### src/rtl/fifo_arb_pkg.sv
// ============================================================================
//  fifo_arb_pkg : shared FSM state type and burst-length helpers
//  Revision     : 1.0
// ============================================================================
`default_nettype none

package fifo_arb_pkg;

   typedef enum logic [0:0] {
      IDLE  = 1'b0,
      BURST = 1'b1
   } arb_state_e;

   function automatic int len_width(input int max_burst);
      return $clog2(max_burst + 1);
   endfunction

   // A zero length still moves one word; oversize requests are cut to max_burst.
   function automatic int clamp_len(input int len, input int max_burst);
      if (len < 1) begin
         return 1;
      end
      if (len > max_burst) begin
         return max_burst;
      end
      return len;
   endfunction

endpackage

`default_nettype wire

### src/rtl/fifo_write_arbiter_rr_picker.sv
// ============================================================================
//  rr_picker : combinational round-robin priority encoder
//  Revision  : 1.0
// ============================================================================
`default_nettype none

module rr_picker #(
   parameter  int NumReq   = 4,
   localparam int IdxWidth = $clog2(NumReq)
) (
   input  logic [NumReq-1:0]   req_i,
   input  logic [IdxWidth-1:0] last_i,
   output logic [NumReq-1:0]   grant_o,
   output logic [IdxWidth-1:0] idx_o,
   output logic                any_o
);

   int cand;

   // Scan starts just after last_i so the previous winner has lowest priority.
   always_comb begin
      grant_o = '0;
      idx_o   = '0;
      any_o   = 1'b0;
      cand    = 0;
      for (int off = 1; off <= NumReq; off++) begin
         cand = int'(last_i) + off;
         if (cand >= NumReq) begin
            cand = cand - NumReq;
         end
         if (!any_o && req_i[cand]) begin
            any_o         = 1'b1;
            grant_o[cand] = 1'b1;
            idx_o         = IdxWidth'(cand);
         end
      end
   end

endmodule

`default_nettype wire

### src/rtl/fifo_write_arbiter.sv
// ============================================================================
//  fifo_write_arbiter : round-robin burst arbiter for one FIFO write port
//  Revision           : 1.0
// ============================================================================
`default_nettype none

module fifo_write_arbiter
   import fifo_arb_pkg::*;
#(
   parameter  int NumReq    = 4,
   parameter  int DataWidth = 32,
   parameter  int MaxBurst  = 16,
   localparam int LenWidth  = len_width(MaxBurst),
   localparam int IdxWidth  = $clog2(NumReq)
) (
   input  logic                          clk_i,
   input  logic                          rst_i,
   input  logic [NumReq-1:0]             req_i,
   input  logic [NumReq*LenWidth-1:0]    burst_len_i,
   input  logic [NumReq*DataWidth-1:0]   data_i,
   output logic [NumReq-1:0]             ack_o,
   output logic [NumReq-1:0]             grant_o,
   output logic                          busy_o,
   input  logic                          fifo_full_i,
   output logic                          fifo_write_en_o,
   output logic [DataWidth-1:0]          fifo_data_o
);

   arb_state_e             state_q, state_d;
   logic [NumReq-1:0]      grant_q, grant_d;
   logic [IdxWidth-1:0]    idx_q, idx_d;
   logic [IdxWidth-1:0]    last_q, last_d;
   logic [LenWidth-1:0]    remaining_q, remaining_d;

   logic [NumReq-1:0]      pick_grant;
   logic [IdxWidth-1:0]    pick_idx;
   logic                   pick_any;
   logic [LenWidth-1:0]    pick_len_raw;
   logic [LenWidth-1:0]    pick_len;
   logic [DataWidth-1:0]   sel_data;
   logic                   sel_req;
   logic                   busy;
   logic                   write_en;

   rr_picker #(
      .NumReq (NumReq)
   ) u_picker (
      .req_i   (req_i),
      .last_i  (last_q),
      .grant_o (pick_grant),
      .idx_o   (pick_idx),
      .any_o   (pick_any)
   );

   always_comb begin
      pick_len_raw = '0;
      sel_data     = '0;
      sel_req      = 1'b0;
      for (int k = 0; k < NumReq; k++) begin
         if (pick_idx == IdxWidth'(k)) begin
            pick_len_raw = burst_len_i[k*LenWidth +: LenWidth];
         end
         if (idx_q == IdxWidth'(k)) begin
            sel_data = data_i[k*DataWidth +: DataWidth];
            sel_req  = req_i[k];
         end
      end
   end

   assign pick_len = LenWidth'(clamp_len(int'(pick_len_raw), MaxBurst));

   // Write strobe stays combinational so a full FIFO blocks the same cycle.
   assign busy     = (state_q == BURST);
   assign write_en = busy & sel_req & ~fifo_full_i & ~rst_i;

   assign fifo_write_en_o = write_en;
   assign fifo_data_o     = write_en ? sel_data : '0;
   assign ack_o           = write_en ? grant_q  : '0;
   assign grant_o         = grant_q;
   assign busy_o          = busy;

   always_comb begin
      state_d     = state_q;
      grant_d     = grant_q;
      idx_d       = idx_q;
      last_d      = last_q;
      remaining_d = remaining_q;
      case (state_q)
         IDLE: begin
            if (pick_any) begin
               state_d     = BURST;
               grant_d     = pick_grant;
               idx_d       = pick_idx;
               remaining_d = pick_len;
            end
         end
         BURST: begin
            if (!sel_req) begin
               // Requester withdrew: abandon the rest of the burst.
               state_d     = IDLE;
               grant_d     = '0;
               last_d      = idx_q;
               remaining_d = '0;
            end else if (!fifo_full_i) begin
               remaining_d = remaining_q - LenWidth'(1);
               if (remaining_q == LenWidth'(1)) begin
                  state_d = IDLE;
                  grant_d = '0;
                  last_d  = idx_q;
               end
            end
         end
         default: begin
            state_d     = IDLE;
            grant_d     = '0;
            remaining_d = '0;
         end
      endcase
   end

   always_ff @(posedge clk_i) begin
      if (rst_i) begin
         state_q     <= IDLE;
         grant_q     <= '0;
         idx_q       <= '0;
         last_q      <= IdxWidth'(NumReq - 1);
         remaining_q <= '0;
      end else begin
         state_q     <= state_d;
         grant_q     <= grant_d;
         idx_q       <= idx_d;
         last_q      <= last_d;
         remaining_q <= remaining_d;
      end
   end

endmodule

`default_nettype wire

### config.mk
export PLATFORM = sky130hd
export DESIGN_NAME = fifo_write_arbiter
export DESIGN_NICKNAME = d
export VERILOG_FILES = /design/src/rtl/fifo_arb_pkg.sv /design/src/rtl/fifo_write_arbiter_rr_picker.sv /design/src/rtl/fifo_write_arbiter.sv
export SDC_FILE = /design/constraint.sdc
export NUM_CORES = 1
export LEC_CHECK = 0
export BUFFER_PORTS_ARGS = -buffer_cell sky130_fd_sc_hd__buf_2
export CAP_MARGIN = 15
export CORE_MARGIN = 4
export CORE_UTILIZATION = 29
export CTS_CLUSTER_DIAMETER = 80
export DETAILED_ROUTE_END_ITERATION = 10
export PLACE_DENSITY_LB_ADDON = 0.08
export SLEW_MARGIN = 20
export SYNTH_ARGS = -nofsm -noshare
export SYNTH_HDL_FRONTEND = slang
export SYNTH_SLANG_ARGS = --single-unit
export TNS_END_PERCENT = 50
### constraint.sdc
create_clock -name clk_i -period 3.2 [get_ports clk_i]
set_clock_uncertainty 0.15 [all_clocks]
set_input_delay 0.16 -clock clk_i [delete_from_list [all_inputs] [get_ports clk_i]]
set_output_delay 0.16 -clock clk_i [all_outputs]
set_load 0.05 [all_outputs]
# Word level (Yosys, flattened, before mapping)

Cells that the tools add are included.

Bitwise logic cells: 9
Reductions and logical operators: 16
Eq/ne operators: 12
Order comparisons: 14
$add $sub $neg: 9
Mux-type cells: 74

Operators by type and width:

| kind                                                               | number |
|---|---|
| two-way mux 32 bit                                                 | 9 |
| greater-or-equal comparator 32 x 1 -> 1 bit, second input constant | 4 |
| greater-or-equal comparator 32 x 4 -> 1 bit, second input constant | 4 |
| < comparator 32 x 4 -> 1 bit, second input constant                | 4 |
| subtractor 32 x 4 -> 32 bit, second input constant                 | 4 |
| two-way mux 5 bit                                                  | 10 |
| two-way mux 4 bit                                                  | 9 |
| two-way mux 1 bit                                                  | 28 |
| two-way mux 2 bit                                                  | 7 |
| OR 4 bit                                                           | 3 |
| case mux 5 bit (2 select lines)                                    | 1 |
| binary-select mux 1 bit (select 2 bit)                             | 4 |
| demux 1 bit (select 2 bit)                                         | 4 |
| == test 2 bit, second input constant                               | 4 |
| case mux 4 bit (2 select lines)                                    | 1 |
| logical AND 1 bit                                                  | 7 |
| adder 2 x 2 -> 3 bit, second input constant                        | 2 |
| AND reduction 3 bit                                                | 2 |
| == test 5 x 1 -> 1 bit, second input constant                      | 1 |
| > comparator 5 bit, second input constant                          | 1 |
| < comparator 5 x 1 -> 1 bit, second input constant                 | 1 |
| subtractor 5 x 1 -> 5 bit, second input constant                   | 1 |
| adder 2 x 3 -> 4 bit, second input constant                        | 1 |
| == test 2 x 1 -> 1 bit, second input constant                      | 2 |
| other kinds (11)                                                   | 20 |

Output and inout port bits: 42
Input bits: 155
Register bits: 14

# Depth between registers and ports, before layout

Word-level depth: 28
Depth in mapped cells: 11
Depth with buffers taken out: 9

# By module

A second synthesis with hierarchy kept.

Cell total of the unflattened synthesis: 252
Area total of the unflattened synthesis: 2471.1 um2

Modules (own cells, without submodules):

| module             | area an instance (um2) | cells each | instances |
|---|---|---|---|
| fifo_write_arbiter | 1901.8                 | 180        | 1 |
| rr_picker          | 569.3                  | 72         | 1 |

# Least setup slack after synthesis

OpenSTA, ideal clock, no wires.

Path kind: reg-to-reg
From: register last_q[0]
To: register remaining_q[0]
Buffers on the path: 2
Required time: 2964 ps
Data arrival time: 3129 ps
Cell stages (with the launch flop): 12
Path slack: -164 ps
Cell sequence: dfxtp_1 -> clkbuf_1 -> inv_1 -> ha_1 -> mux4_1 -> or4b_1 -> and4_4 -> buf_6 -> mux2i_1 -> mux2i_1 -> or4_1 -> a211oi_1

Cells in the longest elaborated chain, start to end: 28

Ends and longest elaborated chain:

| element                                                                                    | RTL line                                                               | text |
|---|---|---|
| start, declared                                                                            | fifo_write_arbiter.sv:32                                               | `logic [IdxWidth-1:0] last_q, last_d;` |
| start signal, assigned                                                                     | fifo_write_arbiter.sv:126                                              | `last_q <= IdxWidth'(NumReq - 1);` |
| start signal, assigned                                                                     | fifo_write_arbiter.sv:132                                              | `last_q <= last_d;` |
| adder 2 x 1 -> 3 bit                                                                       | fifo_write_arbiter_rr_picker.sv:27                                     | `cand = int'(last_i) + off;` |
| subtractor 32 x 4 -> 32 bit or greater-or-equal comparator 32 x 4 -> 1 bit (tied branches) | fifo_write_arbiter_rr_picker.sv:29, fifo_write_arbiter_rr_picker.sv:28 |  |
| two-way mux 32 bit                                                                         | fifo_write_arbiter_rr_picker.sv:28                                     | `if (cand >= NumReq) begin` |
| binary-select mux 1 bit (select 2 bit)                                                     | fifo_write_arbiter_rr_picker.sv:31                                     | `if (!any_o && req_i[cand]) begin` |
| two-way mux 1 bit (not written as such) (2 in a row)                                       | fifo_write_arbiter_rr_picker.sv:31                                     |  |
| two-way mux 1 bit                                                                          | fifo_write_arbiter_rr_picker.sv:31                                     |  |
| zero test 1 bit                                                                            | fifo_write_arbiter_rr_picker.sv:31                                     |  |
| logical AND 1 bit                                                                          | fifo_write_arbiter_rr_picker.sv:31                                     |  |
| [8 not listed]                                                                             | -                                                                      |  |
| two-way mux 5 bit (4 in a row)                                                             | fifo_write_arbiter.sv:60                                               | `if (pick_idx == IdxWidth'(k)) begin` |
| < comparator 5 x 1 -> 1 bit or > comparator 5 bit (tied branches)                          | fifo_arb_pkg.sv:20, fifo_arb_pkg.sv:23                                 |  |
| two-way mux 1 bit, on equally long branches                                                | fifo_arb_pkg.sv:20, fifo_arb_pkg.sv:23                                 |  |
| two-way mux 5 bit or two-way mux 1 bit (tied branches)                                     | fifo_arb_pkg.sv:23                                                     | `if (len > max_burst) begin` |
| two-way mux 5 bit                                                                          | fifo_arb_pkg.sv:26                                                     | `return len;` |
| two-way mux 5 bit                                                                          | fifo_arb_pkg.sv:23                                                     |  |
| two-way mux 5 bit                                                                          | fifo_write_arbiter.sv:90                                               | `if (pick_any) begin` |
| case mux 5 bit (2 select lines)                                                            | fifo_write_arbiter.sv:88                                               | `case (state_q)` |
| end signal, assigned                                                                       | fifo_write_arbiter.sv:133                                              | `remaining_q <= remaining_d;` |
| end, declared                                                                              | fifo_write_arbiter.sv:33                                               | `logic [LenWidth-1:0] remaining_q, remaining_d;` |

Parallel ways exist; a longest one is shown, timed or not. The select of a mux whose other input is x is not followed.
A chain may end at the register's enable or synchronous reset.

# Final worst setup path

Ends and elaborated chain as after synthesis.

==> metrics.md <==
| Metric | Value |
|---|---|
| Flop pwr share | 17.4% |
| Area delta synth->final | 51.4% |
| Worst Tran Pin Value | around 0.66 ns |
| N_diodes | 0 |
| Critical path's slowest cell | mux4_1 |
| FMAX | 0.330 GHz |
| Tot GR Track Use | 18.0% |
| Effective utilization at floorplan | between 20% and 30% |
| Worst-path maximum fanout | 10 |
| Mean area per synthesized cell | 9.64 um^2 |
| NetSw | ~0.0006 W |
| I/O pin count | roughly 200 |
| Total wire length | around 9000 um |
| Internal power | slightly above 0.0008 W |
| CP arrival | 3.05 ns |
| P per Cell Area | 410 nW/um^2 |
| Worst hold path type | input pin to flop |
| Placed Cells | around 530 |
| Initial antenna violation count | 0 |
| Clock latency on the worst-skew pair | 0.25 ns |
| Fin util | 45.3% |
| Wire length per cell | about 17 um |
| Syn. warnings | 0 |
| Cts hold-fix bufs | 0 |
| Post-CTS Repair Setup Buffers | 0 |
| Main synth FF type | dfxtp_1 |
| Total CTS buffers | 3 |
| R2r startpoint | last_q[0]$_SDFFE_PP1P_ |
| Core Box Area | 7730 um^2 |
| Port Buf Inserts | ~200 |
| Die X | around 97 um |
| Fin crit share | a little over nine tenths |
| Vias/cell | about 5.0 |
| Row Count | 32 |
| Total power draw | 0.00144 W |
| Largest net degree at the start of global routing | 35 |
| Clock-pin slew on the worst setup and hold paths | approximately 0.060 ns |
| Die area | between 9000 and 10000 um^2 |
| Layout cell share with drive strength beyond 1 | 59.4% |
| Hpwl dp | 7470 um |
| CTS Buffer Depth | 2 |
| Worst vdd ir | 0.000246 V |
| Drt initial violations | 112 |
| Reg2Reg Capture Point | remaining_q[0]$_SDFFE_PP0P_ |
| Cell-by-cell trace of the critical path | buf_4 -> mux4_1 -> or4b_1 -> and4_4 -> mux2i_4 -> a22oi_2 -> or4_1 -> a211oi_1 |
| Static Leak | ~1.8 nW |
| DRC viols | 0 |
| Combinational Power Share | between 70% and 80% |
| Routed Antenna Nets | 0 |
| Number of synthesized register bits | 14 |
| Cells on worst reg2reg path | 8 |
| Number of synthesized flops with an enable pin | 0 |
| Cell count after synthesis | 240 |
| MaxCap Viol Count | 0 |
| Crit path largest cell delay | about 0.57 ns |
| Nets | between 500 and 600 |
| Setup tns final | 0 ns |
| Syn nets | 403 |
| First-pass GRT wire length | ~14000 um |
| Clock power share | between 10 and 15% |
| Startpoint types | flop |
| Synthesized area | about 2300 um^2 |
| Final hold vios | 0 |
| CTS tree | yes |
| Slew Limit Headroom | 55.8% |
| RSZ-0062 raised after global routing | false |
| Worst Hold Path EP | grant_o[0]$_SDFFE_PP0P_ |
| Reg2reg setup slack | ~0.17 ns |
| GRT overflow | 0 |
| Setup Viol. Count Final | 0 |
| Max Transition Viols Final | 0 |
| Fin cells | roughly 540 |
| Vias | between 2000 and 3000 |
| Hold Startpoint | rst_i |
| Switching fraction of total power | between 40 and 50% |
| Clock sinks | 14 |
| CP Class | flop to flop |
| Hold depth | 2 |
| Gpl congestion | between 0.8 and 0.9 |
| Number of global-route vias before repair | approximately 2700 |
| H-tree Lvls | 1 |
| Outcome | finished, final reports clean |
| Root Buffer | clkbuf_8 |
| Synth unique cells | 42 |
| Crit path capture type | flop |
| DR pass1 iterations | 4 |
| Minimum clock period | 3.03 ns |
| Async SR Flop Fraction | 0% |
| Register area share after synthesis | 12.1% |
| Crit path required time | between 3 and 4 ns |
| Chip Height | just under 100 um |
critical path: cells and delay by family (launching register included):
family          cells  cell delay, ns
simple gates        3            1.05
mux                 2            0.86
flops               1            0.41
compound gates      2            0.29
buf+inv             1            0.17
power by group through the flow:
stage          Sequential, W  Clock [W]  Combinational [W]
2_1_floorplan       0.000278          0           0.000719
3_3_place_gp        0.000253          0           0.000993
3_5_place_dp        0.000254          0            0.00101
4_1_cts             0.000251   0.000182            0.00101
5_1_grt             0.000255   0.000186            0.00111
6_report            0.000250   0.000177            0.00101
registers in the layout, indices dropped and copies added (netlist names):
signal	cells
remaining_q	5
grant_o	4
idx_q	2
last_q	2
busy_o	1
kinds of logic (layout without fill, tap and decap cells):
logic type	Yosys count	in the layout	synth area share, %
AO/OA/AOI/OAI	45	45	12.5
XOR/XNOR	1	1	0.379
flip-flops	14	14	12.1
AND/OR/NAND/NOR	95	95	23.6
adder cells (fa/ha/maj)	8	8	4.33
multiplexers	51	51	41.9
buffers and inverters	26	220	5.19
timing repair:
action / in CTS / in global routing
hold endpoints to repair: 0 / 0
endpoints found under the setup margin: 0 / 1
gates resized for setup: 0 / 3
per-layer routing:
layer	global-route usage [%]	vias up	wire length, um
met3	3.45	9	718
met1	22.9	1265	3650
met5	0	-	0
met2	31.5	116	4370
met4	4.47	0	138
li1	-	1310	-
Yosys cell counts (3+ instances only):
master	count	share of area, %
inv_1	7	1.1
nor3b_1	3	0.97
dfxtp_1	14	12
nand2_1	12	1.9
nor3_1	7	1.5
mux4_2	33	32
o21ai_0	10	2.2
and2_1	38	10
nand2b_1	4	1.1
buf_6	3	1.5
a22oi_1	8	2.6
o21ai_1	3	0.65
a21oi_1	11	2.4
ha_1	8	4.3
a211oi_1	3	0.97
clkbuf_1	15	2.4
nand3_1	4	0.87
nor2_1	13	2.1
mux2i_1	14	6.1
final cells by class:
cell class	instances	area, um^2
Fill cell	792	4230
Multi-Input combinational cell	200	1930
Timing Repair Buffer	209	1080
Sequential cell	14	283
Tap cell	102	128
Clock buffer	4	55.1
Inverter	7	26.3
worst max-delay path by stage:
stage | start | endpoint | cells after the start
floorplan | last_q[0]$_SDFFE_PP1P_ | remaining_q[0]$_SDFFE_PP0P_ | 11
global placement | last_q[0]$_SDFFE_PP1P_ | remaining_q[0]$_SDFFE_PP0P_ | 9
detailed placement | last_q[0]$_SDFFE_PP1P_ | remaining_q[0]$_SDFFE_PP0P_ | 9
CTS | last_q[0]$_SDFFE_PP1P_ | remaining_q[0]$_SDFFE_PP0P_ | 9
global route | last_q[0]$_SDFFE_PP1P_ | remaining_q[0]$_SDFFE_PP0P_ | 9
finish | last_q[0]$_SDFFE_PP1P_ | remaining_q[0]$_SDFFE_PP0P_ | 8
metrics by stage:
step	setup slack (ns)	hold slack, ns	instance area (um^2)
5_1_grt	0.0102	0.156	3500
4_1_cts	0.0619	0.138	3490
3_5_place_dp	0.0721	0.325	3430
2_1_floorplan	0.0372	0.104	2320
3_3_place_gp	0.149	0.317	3430
6_report	0.166	0.144	3500
layout by cell type (no fill, tap or decap), types with 2 or more instances in the layout:
master / netlist / layout
and3_1: 2 / 2
mux2i_4: 1 / 2
nor2_1: 13 / 13
a211o_1: 2 / 2
o21ai_0: 10 / 10
mux4_1: 2 / 2
dfxtp_1: 14 / 12
nand3_1: 4 / 4
nand2_1: 12 / 12
clkbuf_8: 0 / 4
nand2b_1: 4 / 4
a22oi_1: 8 / 8
mux4_2: 33 / 33
a211oi_1: 3 / 3
or3b_2: 2 / 2
nor3b_1: 3 / 3
inv_1: 7 / 7
nand3b_1: 2 / 2
a32o_1: 2 / 2
o21ai_1: 3 / 3
and3b_1: 2 / 2
and2_1: 38 / 37
dfxtp_2: 0 / 2
buf_2: 0 / 196
ha_1: 8 / 8
mux2i_1: 14 / 13
nor3_1: 7 / 6
buf_4: 0 / 13
a21oi_1: 11 / 11
No activity file was read; power rests on OpenSTA's default activity.
